**config.mk**
```make
export PLATFORM = sky130hd
export DESIGN_NAME = im_fetch_ctrl
export DESIGN_NICKNAME = d
export VERILOG_FILES = /design/src/rtl/fetch_pkg.sv /design/src/rtl/fetch_buf2.sv /design/src/rtl/im_fetch_ctrl.sv
export SDC_FILE = /design/constraint.sdc
export NUM_CORES = 1
export LEC_CHECK = 0
export CAP_MARGIN = 25
export CORE_MARGIN = 2
export CORE_UTILIZATION = 35
export DETAILED_ROUTE_END_ITERATION = 6
export GPL_ROUTABILITY_DRIVEN = 0
export HOLD_SLACK_MARGIN = 0.05
export SLEW_MARGIN = 30
export SYNTH_ARGS = -nofsm -noshare
export SYNTH_HDL_FRONTEND = slang
export SYNTH_SLANG_ARGS = --single-unit
```
**constraint.sdc**
```tcl
create_clock -name clk -period 2.2 [get_ports clk]
set_input_delay 0.44 -clock clk [delete_from_list [all_inputs] [get_ports clk]]
set_output_delay 0.44 -clock clk [all_outputs]
set_load 0.02 [all_outputs]
```
**src/rtl/fetch_pkg.sv**
```systemverilog
// Shared types and constants for the instruction-fetch sequencer.
// State encoding, buffer entry layout and default reset PC.
package fetch_pkg;

  typedef enum logic [1:0] {
    IDLE  = 2'd0,
    FETCH = 2'd1,
    HALT  = 2'd2
  } state_e;

  typedef struct packed {
    logic [31:0] pc;
    logic [31:0] instr;
  } fetch_ent_t;

  localparam logic [31:0] DEF_RESET_PC = 32'h0000_0000;
  localparam int          BUF_DEPTH    = 2;
  localparam int          CNT_W        = $clog2(BUF_DEPTH + 1);

endpackage

```
**src/rtl/fetch_buf2.sv**
```systemverilog
// Two-entry shift FIFO of {pc, instr}; entry 0 is always the head.
// The head register is only rewritten on a real advance, so it holds when empty.
module fetch_buf2
  import fetch_pkg::*;
(
  input  logic             clk,
  input  logic             rst,
  input  logic             push_i,
  input  logic             pop_i,
  input  logic             flush_i,
  input  fetch_ent_t       din_i,
  output fetch_ent_t       head_o,
  output logic [CNT_W-1:0] count_o
);

  fetch_ent_t       e0_q, e1_q;
  logic [CNT_W-1:0] cnt_q, cnt_d;
  logic             pop_ok, push_ok;

  assign pop_ok  = pop_i && (cnt_q != '0);
  assign push_ok = push_i &&
                   ((cnt_q < CNT_W'(BUF_DEPTH)) || pop_ok);

  always_comb begin
    cnt_d = cnt_q;
    if (flush_i) begin
      cnt_d = '0;
    end else begin
      cnt_d = cnt_q + CNT_W'(push_ok) - CNT_W'(pop_ok);
    end
  end

  always_ff @(posedge clk) begin
    if (rst) begin
      cnt_q <= '0;
      e0_q  <= '0;
      e1_q  <= '0;
    end else begin
      cnt_q <= cnt_d;
      if (!flush_i) begin
        if (pop_ok && cnt_q == CNT_W'(2)) begin
          e0_q <= e1_q;
        end
        // New data lands at the head only if the head slot is free after pop
        if (push_ok) begin
          if (cnt_q == '0 || (cnt_q == CNT_W'(1) && pop_ok)) begin
            e0_q <= din_i;
          end else begin
            e1_q <= din_i;
          end
        end
      end
    end
  end

  assign head_o  = e0_q;
  assign count_o = cnt_q;

endmodule

```
**src/rtl/im_fetch_ctrl.sv**
```systemverilog
// Instruction-fetch sequencer: owns the PC, drives the IM address and
// feeds decode through a 2-entry buffer with redirect/halt handling.
module im_fetch_ctrl
  import fetch_pkg::*;
#(
  parameter int          DEPTH    = 64,
  parameter logic [31:0] RESET_PC = DEF_RESET_PC,
  parameter int          AW       = 16
) (
  input  logic          clk,
  input  logic          rst,
  input  logic          en,
  input  logic          redirect_valid,
  input  logic [31:0]   redirect_pc,
  output logic [AW-1:0] im_addr,
  input  logic [31:0]   im_rd,
  output logic          instr_valid,
  output logic [31:0]   instr,
  output logic [31:0]   instr_pc,
  input  logic          instr_ready,
  output logic          halted,
  output logic          misalign
);

  localparam logic [31:0] END_PC = 32'(DEPTH * 4);

  state_e           state_q;
  logic [31:0]      pc_q;
  logic             mis_q;
  logic [CNT_W-1:0] count;
  fetch_ent_t       head;
  fetch_ent_t       din;
  logic             in_range;
  logic             tgt_aligned;
  logic             tgt_in_range;
  logic             pop;
  logic             push;

  assign in_range     = pc_q < END_PC;
  assign tgt_aligned  = redirect_pc[1:0] == 2'b00;
  assign tgt_in_range = redirect_pc < END_PC;

  assign instr_valid = count != '0;
  assign pop  = instr_valid && instr_ready && !redirect_valid;
  assign push = (state_q == FETCH) && in_range && !redirect_valid &&
                ((count < CNT_W'(BUF_DEPTH)) || pop);

  assign din.pc    = pc_q;
  assign din.instr = im_rd;

  fetch_buf2 u_buf (
    .clk     (clk),
    .rst     (rst),
    .push_i  (push),
    .pop_i   (pop),
    .flush_i (redirect_valid),
    .din_i   (din),
    .head_o  (head),
    .count_o (count)
  );

  always_ff @(posedge clk) begin
    if (rst) begin
      state_q <= IDLE;
      pc_q    <= RESET_PC;
      mis_q   <= 1'b0;
    end else if (redirect_valid) begin
      if (tgt_aligned) begin
        pc_q <= redirect_pc;
        if (tgt_in_range) begin
          state_q <= en ? FETCH : IDLE;
          mis_q   <= 1'b0;
        end else begin
          state_q <= HALT;
        end
      end else begin
        state_q <= HALT;
        mis_q   <= 1'b1;
      end
    end else begin
      if (push) begin
        pc_q <= pc_q + 32'd4;
      end
      unique case (state_q)
        IDLE:    if (en) state_q <= FETCH;
        FETCH: begin
          if (!in_range) begin
            state_q <= HALT;
          end else if (!en) begin
            state_q <= IDLE;
          end
        end
        HALT:    state_q <= HALT;
        default: state_q <= IDLE;
      endcase
    end
  end

  assign im_addr  = pc_q[AW+1:2];
  assign instr    = head.instr;
  assign instr_pc = head.pc;
  assign halted   = state_q == HALT;
  assign misalign = mis_q;

endmodule

```
# After elaboration in Yosys (flattened, before gate mapping)
# Cells that the tools add are included.
dict set report totals {
  n_memories 0
  ram_bits 0
  out_inout_bits 83
  wordCells 63
  mem_bits_ro 0
  latchBits 0
  ff_bits 165
}
dict set report op_classes {
  n_mux 16
  n_mul 0
  order_cmp 3
  n_bitwise 2
  n_eq_ne 8
  div 0
  shift 0
  n_reduce_logical 23
  addsub 3
}
# cell n
set op_table {}
lappend op_table {{$mux W64} 3}
lappend op_table {{$mux W32} 3}
lappend op_table {{$lt A32 B9 Y1 const B} 2}
lappend op_table {{$add A32 B3 Y32 const B} 1}
lappend op_table {{$mux W2} 6}
lappend op_table {{$logic_and A1 B1 Y1} 9}
lappend op_table {{$logic_not A2 Y1} 3}
lappend op_table {{$pmux W2 S3} 1}
lappend op_table {{$reduce_and A2 Y1} 3}
lappend op_table {{$eq A2 B1 Y1 const B} 2}
lappend op_table {{$eq A2 B2 Y1 const B} 2}
lappend op_table {{$ne A2 B1 Y1 const B} 2}
lappend op_table {{$ne A4 B4 Y1 const B} 1}
lappend op_table {{$reduce_bool A2 Y1} 2}
lappend op_table {{$logic_or A1 B1 Y1} 3}
lappend op_table {{$mux W1} 3}
lappend op_table {{$ne A3 B3 Y1 const B} 1}
lappend op_table {{$reduce_and A3 Y1} 1}
lappend op_table {{$add A2 B1 Y2} 1}
lappend op_table {{$lt A2 B2 Y1 const B} 1}
lappend op_table {{$not A1 Y1} 2}
lappend op_table {{$reduce_or A2 Y1} 1}
lappend op_table {{$sub A2 B1 Y2} 1}
lappend op_table {{$logic_not A1 Y1} 1}

# Logic depth before layout (Yosys ltp)
dict set report depth {
  word_depth 8
  ltp_mapped 10
  mapped_depth_nobuf 8
}

# By module
# A second synthesis with hierarchy kept.
dict set report hier_totals {
  hier_cells 883
  hier_area_um2 7523.5
}
# mod n_inst cells_per_inst seq_area_each_um2 area_per_inst_um2
set by_module_without_submodules {}
lappend by_module_without_submodules {fetch_buf2 1 625 2602.5 5510.3}
lappend by_module_without_submodules {im_fetch_ctrl 1 258 700.7 2013.2}

# Least setup slack after synthesis
# No wires, ideal clock.
dict set report synth_path {
  path_type {input -> register}
  from {input redirect_valid}
  to {register u_buf.cnt_q[1] (netlist: u_buf.count_o[1])}
  setup_slack_ns 0.001
  n_path_buf 3
  arrival_time_ns 2.068
  t_required_ns 2.069
  setup_ns 0.131
  path_stages 10
  path_cell_list {buf_2 > clkbuf_1 > clkbuf_1 > nor3b_1 > ha_1 > inv_1 > ha_1 > xor2_1 > xnor2_1 > nor3_1}
}
dict set report synth_between {
  elab_chain_cells 7
  elab_cells_between_ends 11
  classes_between {add/sub: 2; reduce/logical: 9}
}
# item line_no
set synth_rtl {}
lappend synth_rtl {{from (decl)} im_fetch_ctrl.sv:13} ;# input logic redirect_valid,
lappend synth_rtl {{$logic_not A1 Y1} --}
lappend synth_rtl {{$logic_and A1 B1 Y1} im_fetch_ctrl.sv:44} ;# assign pop = instr_valid && instr_ready && !redirect_valid;
lappend synth_rtl {{$logic_or A1 B1 Y1 or $logic_and A1 B1 Y1 (tied branches)} {im_fetch_ctrl.sv:46, fetch_buf2.sv:20}}
lappend synth_rtl {{$logic_and A1 B1 Y1 or $logic_or A1 B1 Y1 (tied branches)} {im_fetch_ctrl.sv:45, fetch_buf2.sv:22}}
lappend synth_rtl {{$logic_and A1 B1 Y1} fetch_buf2.sv:21} ;# assign push_ok = push_i &&
lappend synth_rtl {{$add A2 B1 Y2} fetch_buf2.sv:29} ;# cnt_d = cnt_q + CNT_W'(push_ok) - CNT_W'(pop_ok);
lappend synth_rtl {{$sub A2 B1 Y2} fetch_buf2.sv:29}
lappend synth_rtl {{to (signal assigned)} fetch_buf2.sv:39} ;# cnt_q <= cnt_d;
lappend synth_rtl {{to (decl)} fetch_buf2.sv:17} ;# logic [CNT_W-1:0] cnt_q, cnt_d;
# Parallel ways exist; a longest one is shown, timed or not.
# A chain may end at the register's enable or synchronous reset.

# Worst setup path in the final report
dict set report layout_path {
  from {register u_buf.cnt_q[1] (netlist: u_buf.count_o[1])}
  to {output instr_valid}
}
dict set report layout_between {
  elab_chain_cells 1
}
# item line_no
set layout_rtl {}
lappend layout_rtl {{$reduce_bool A2 Y1} im_fetch_ctrl.sv:43} ;# assign instr_valid = count != '0;
lappend layout_rtl {{to (decl)} im_fetch_ctrl.sv:17} ;# output logic instr_valid,
# No other way between the ends.

==> results.sh <==
export IMPL_finalCriticalPeriod_ps=2135
export IMPL_area_delta_synth_final_pct=38.54
export IMPL_drv_cap=0
export IMPL_grt_busiest_layer="met2"
export IMPL_worstRegToRegCells=6
export IMPL_fin_util_pct=49.70
export IMPL_drt_initial_drc_count=267
export IMPL_fmax_mhz=468.3
export IMPL_holdWs_ps=446.5
export IMPL_synth_seq_area_share_pct=53.05
export IMPL_dieArea_um2=18870
export IMPL_synth_top_area_share_pct=53.05
export IMPL_drc=0
export IMPL_setup_viol=0
export IMPL_numCtsBuffers=17
export IMPL_r2r_start="pc_q[11]"
export IMPL_fillers=1575
export IMPL_ys_seq_elements=165
export IMPL_synth_edf_count=0
export IMPL_dp_cells=1009
export IMPL_ff2ff_setup_slack_ps=130
export IMPL_cp_max_fo=6
export IMPL_postRouteAntennaNets=0
export IMPL_antennaDiodeCount=0
export IMPL_synth_top_area_cell="dfxtp_1"
export IMPL_drive_above_1_share_pct=9.535
export IMPL_hold_start="u_buf.e1_q[37]"
export IMPL_critPathKind="flop to output port"
export IMPL_critical_path_required_ps=1760
export IMPL_grt_ovfl_total=0
export IMPL_fin_nets=877
export IMPL_clk_latency_ps=420
export IMPL_clk_pin_slew_ps=60
export IMPL_holdCritPathClass="flop to flop"
export IMPL_via_per_inst=4.985
export IMPL_io_buffers=151
export IMPL_cts_root_buf="clkbuf_16"
export IMPL_hold_viol_final=0
export IMPL_finalNonFillerCells=1043
export IMPL_worstPathCellList="or2_2, clkdlybuf4s50_1"
export IMPL_tns_ps=0
export IMPL_antenna_found_initial=0
export IMPL_endpoint_kind="output port"
export IMPL_num_rows=48
export IMPL_grtUsageMet3_pct=3.974
export IMPL_grtUsageTotal_pct=17.47
export IMPL_min_period_over_period_pct=97.06
export IMPL_cts_max_path_buffers=2
export IMPL_finClkSkew_ps=11.93
export IMPL_outcome="finished, final reports clean"
export IMPL_hold_end="u_buf.e1_q[37]"
export IMPL_grt_util_met2_pct=28.91
export IMPL_drv_slew=0
export IMPL_p_per_area_nw_per_um2=742.1
export IMPL_synth_area_leaders="dfxtp_1, nand2_1, and2_1"
export IMPL_dr_pass1_iters=6
export IMPL_initial_utilization_pct=35.87
export IMPL_place_hpwl_um=10530
export IMPL_grt_pass1_wl_um=25920
export IMPL_cp_slowest_cell="clkdlybuf4s50_1"
export IMPL_ir_drop_uv=543.6
export IMPL_cp_slowest_stage_delay_ps=570
export IMPL_leakagePower_uw=0.003136
export IMPL_synth_ff_type="dfxtp_1"
export IMPL_worst_slew_pin_slew_ps=727.0
export IMPL_synthArstFlopShare_pct=0
export IMPL_holdPathStages=2
export IMPL_max_slew_margin_pct=51.43
export IMPL_syn_cell_area_um2=6226
export IMPL_dieWidth_um=137.4
export IMPL_rsz0062_at_grt="false"
export IMPL_finalWirelength_um=15850
export IMPL_grt_max_degree=63
export IMPL_yosys_warnings=0
export IMPL_tritoncts="yes"
export IMPL_postSynthCellCount=668
export IMPL_startpoint_type="flop"
export IMPL_ios=152
export IMPL_grt_pass1_vias=5207
export IMPL_wl_per_cell_um=15.20
export IMPL_synth_fp_nets=740
export IMPL_arrival_ps=1700
export IMPL_num_vias=5199
export IMPL_fp_coreArea_um2=17360
export IMPL_avgSynthCellArea_um2=9.320
export IMPL_use_met1_pct=21.94
export IMPL_clock_sinks=165
export IMPL_synth_distinct_cells=44
export IMPL_chipHeight_um=137.4
export IMPL_r2r_end="u_buf.e1_q[21]"
export IMPL_htreeDepth=4
## sequential cells by signal (all words and copies together) (netlist names)
signal	cells
pc_q	32
u_buf.e1_q	64
misalign	1
u_buf.head_o	64
u_buf.count_o	2
state_q	2
## worst max path at each step
stage	start	to	slack [ps]	cells after the start
floorplan	redirect_valid	u_buf.count_o[1]	0.7	10
global placement	redirect_valid	u_buf.head_o[17]	-570	5
detailed placement	redirect_valid	u_buf.head_o[38]	-450	7
CTS	u_buf.count_o[1]	instr_valid	40	2
global route	u_buf.count_o[1]	instr_valid	5	2
finish	u_buf.count_o[1]	instr_valid	60	2
## per-stage QoR
stage          total power [uW]  cell area, um^2  setup WS, ps
4_1_cts                    6469             8584         39.48
6_report                   6401             8626         64.57
5_1_grt                    6648             8626         4.880
3_5_place_dp               3539             7968        -448.4
3_3_place_gp               3529             7963        -568.5
2_1_floorplan              3287             6226        0.7447
## metal layers
layer  vias up  wire, um
met3        22       856
met1      2450      7070
met4         0       330
met2       147      7593
li1       2580         -
met5         -         0
## cell families after synthesis
kind of cell	share of synthesized area, %
AO/OA/AOI/OAI	16.50
adder cells (fa/ha/maj)	0.6030
flip-flops	53.05
AND/OR/NAND/NOR	22.91
multiplexers	0.3216
buffers and inverters	6.190
XOR/XNOR	0.4221
## cell usage in the layout, fill, tap and decap left out, types with 17 or more instances in the layout
| cell | netlist | final |
|---|---|---|
| nand2_1 | 126 | 126 |
| a22oi_1 | 25 | 25 |
| buf_4 | 16 | 24 |
| clkdlybuf4s50_1 | 0 | 149 |
| a21oi_1 | 68 | 68 |
| a221o_1 | 40 | 40 |
| clkbuf_16 | 0 | 17 |
| nor2_1 | 37 | 37 |
| dfxtp_1 | 165 | 165 |
| and2_1 | 66 | 66 |
## where the power goes
part           switching (uW)  internal, uW
Combinational             217           225
Clock                    1160          1760
Sequential               27.9          3010
Total                    1400          5000
## worst max-delay path, delay by kind of cell, from the launching register on
kind	cells	cell delay [ps]
AND/OR/NAND/NOR	1	330
flip-flops	1	380
buffers and inverters	1	570
## layout make-up
type	instances	area, um^2	area share, %
Tap cell	225	281.5	3.264
Clock buffer	24	481.7	5.585
Clock inverter	8	96.34	1.117
Multi-Input combinational cell	436	2615	30.32
Inverter	4	15.01	0.1741
Timing Repair Buffer	181	1833	21.25
Sequential cell	165	3303	38.29
## cell usage after synthesis (2+ instances only)
| library cell | number |
|---|---|
| a21oi_1 | 68 |
| buf_4 | 16 |
| ha_1 | 3 |
| nor3b_1 | 5 |
| o21ai_0 | 2 |
| a22oi_1 | 25 |
| nand2_1 | 126 |
| xnor2_1 | 2 |
| mux2i_1 | 2 |
| nor3_1 | 8 |
| nor4_1 | 11 |
| nor2_1 | 37 |
| and3_1 | 5 |
| and2_1 | 66 |
| nor3_2 | 2 |
| buf_2 | 11 |
| nor2b_1 | 4 |
| nor4_2 | 5 |
| a211oi_1 | 2 |
| nand3_1 | 4 |
| dfxtp_1 | 165 |
| clkbuf_1 | 28 |
| inv_1 | 4 |
| a221o_1 | 40 |
| buf_6 | 8 |
## timing repair
item,4_1_cts,5_1_grt
gates cloned,1,0
hold buffers,0,0
endpoints found under the hold margin,0,0
buffers inserted,1,0
endpoints found under the setup margin,2,44
resized for setup,1,6
pin swaps,0,2
(Power assumes the default switching activity.)
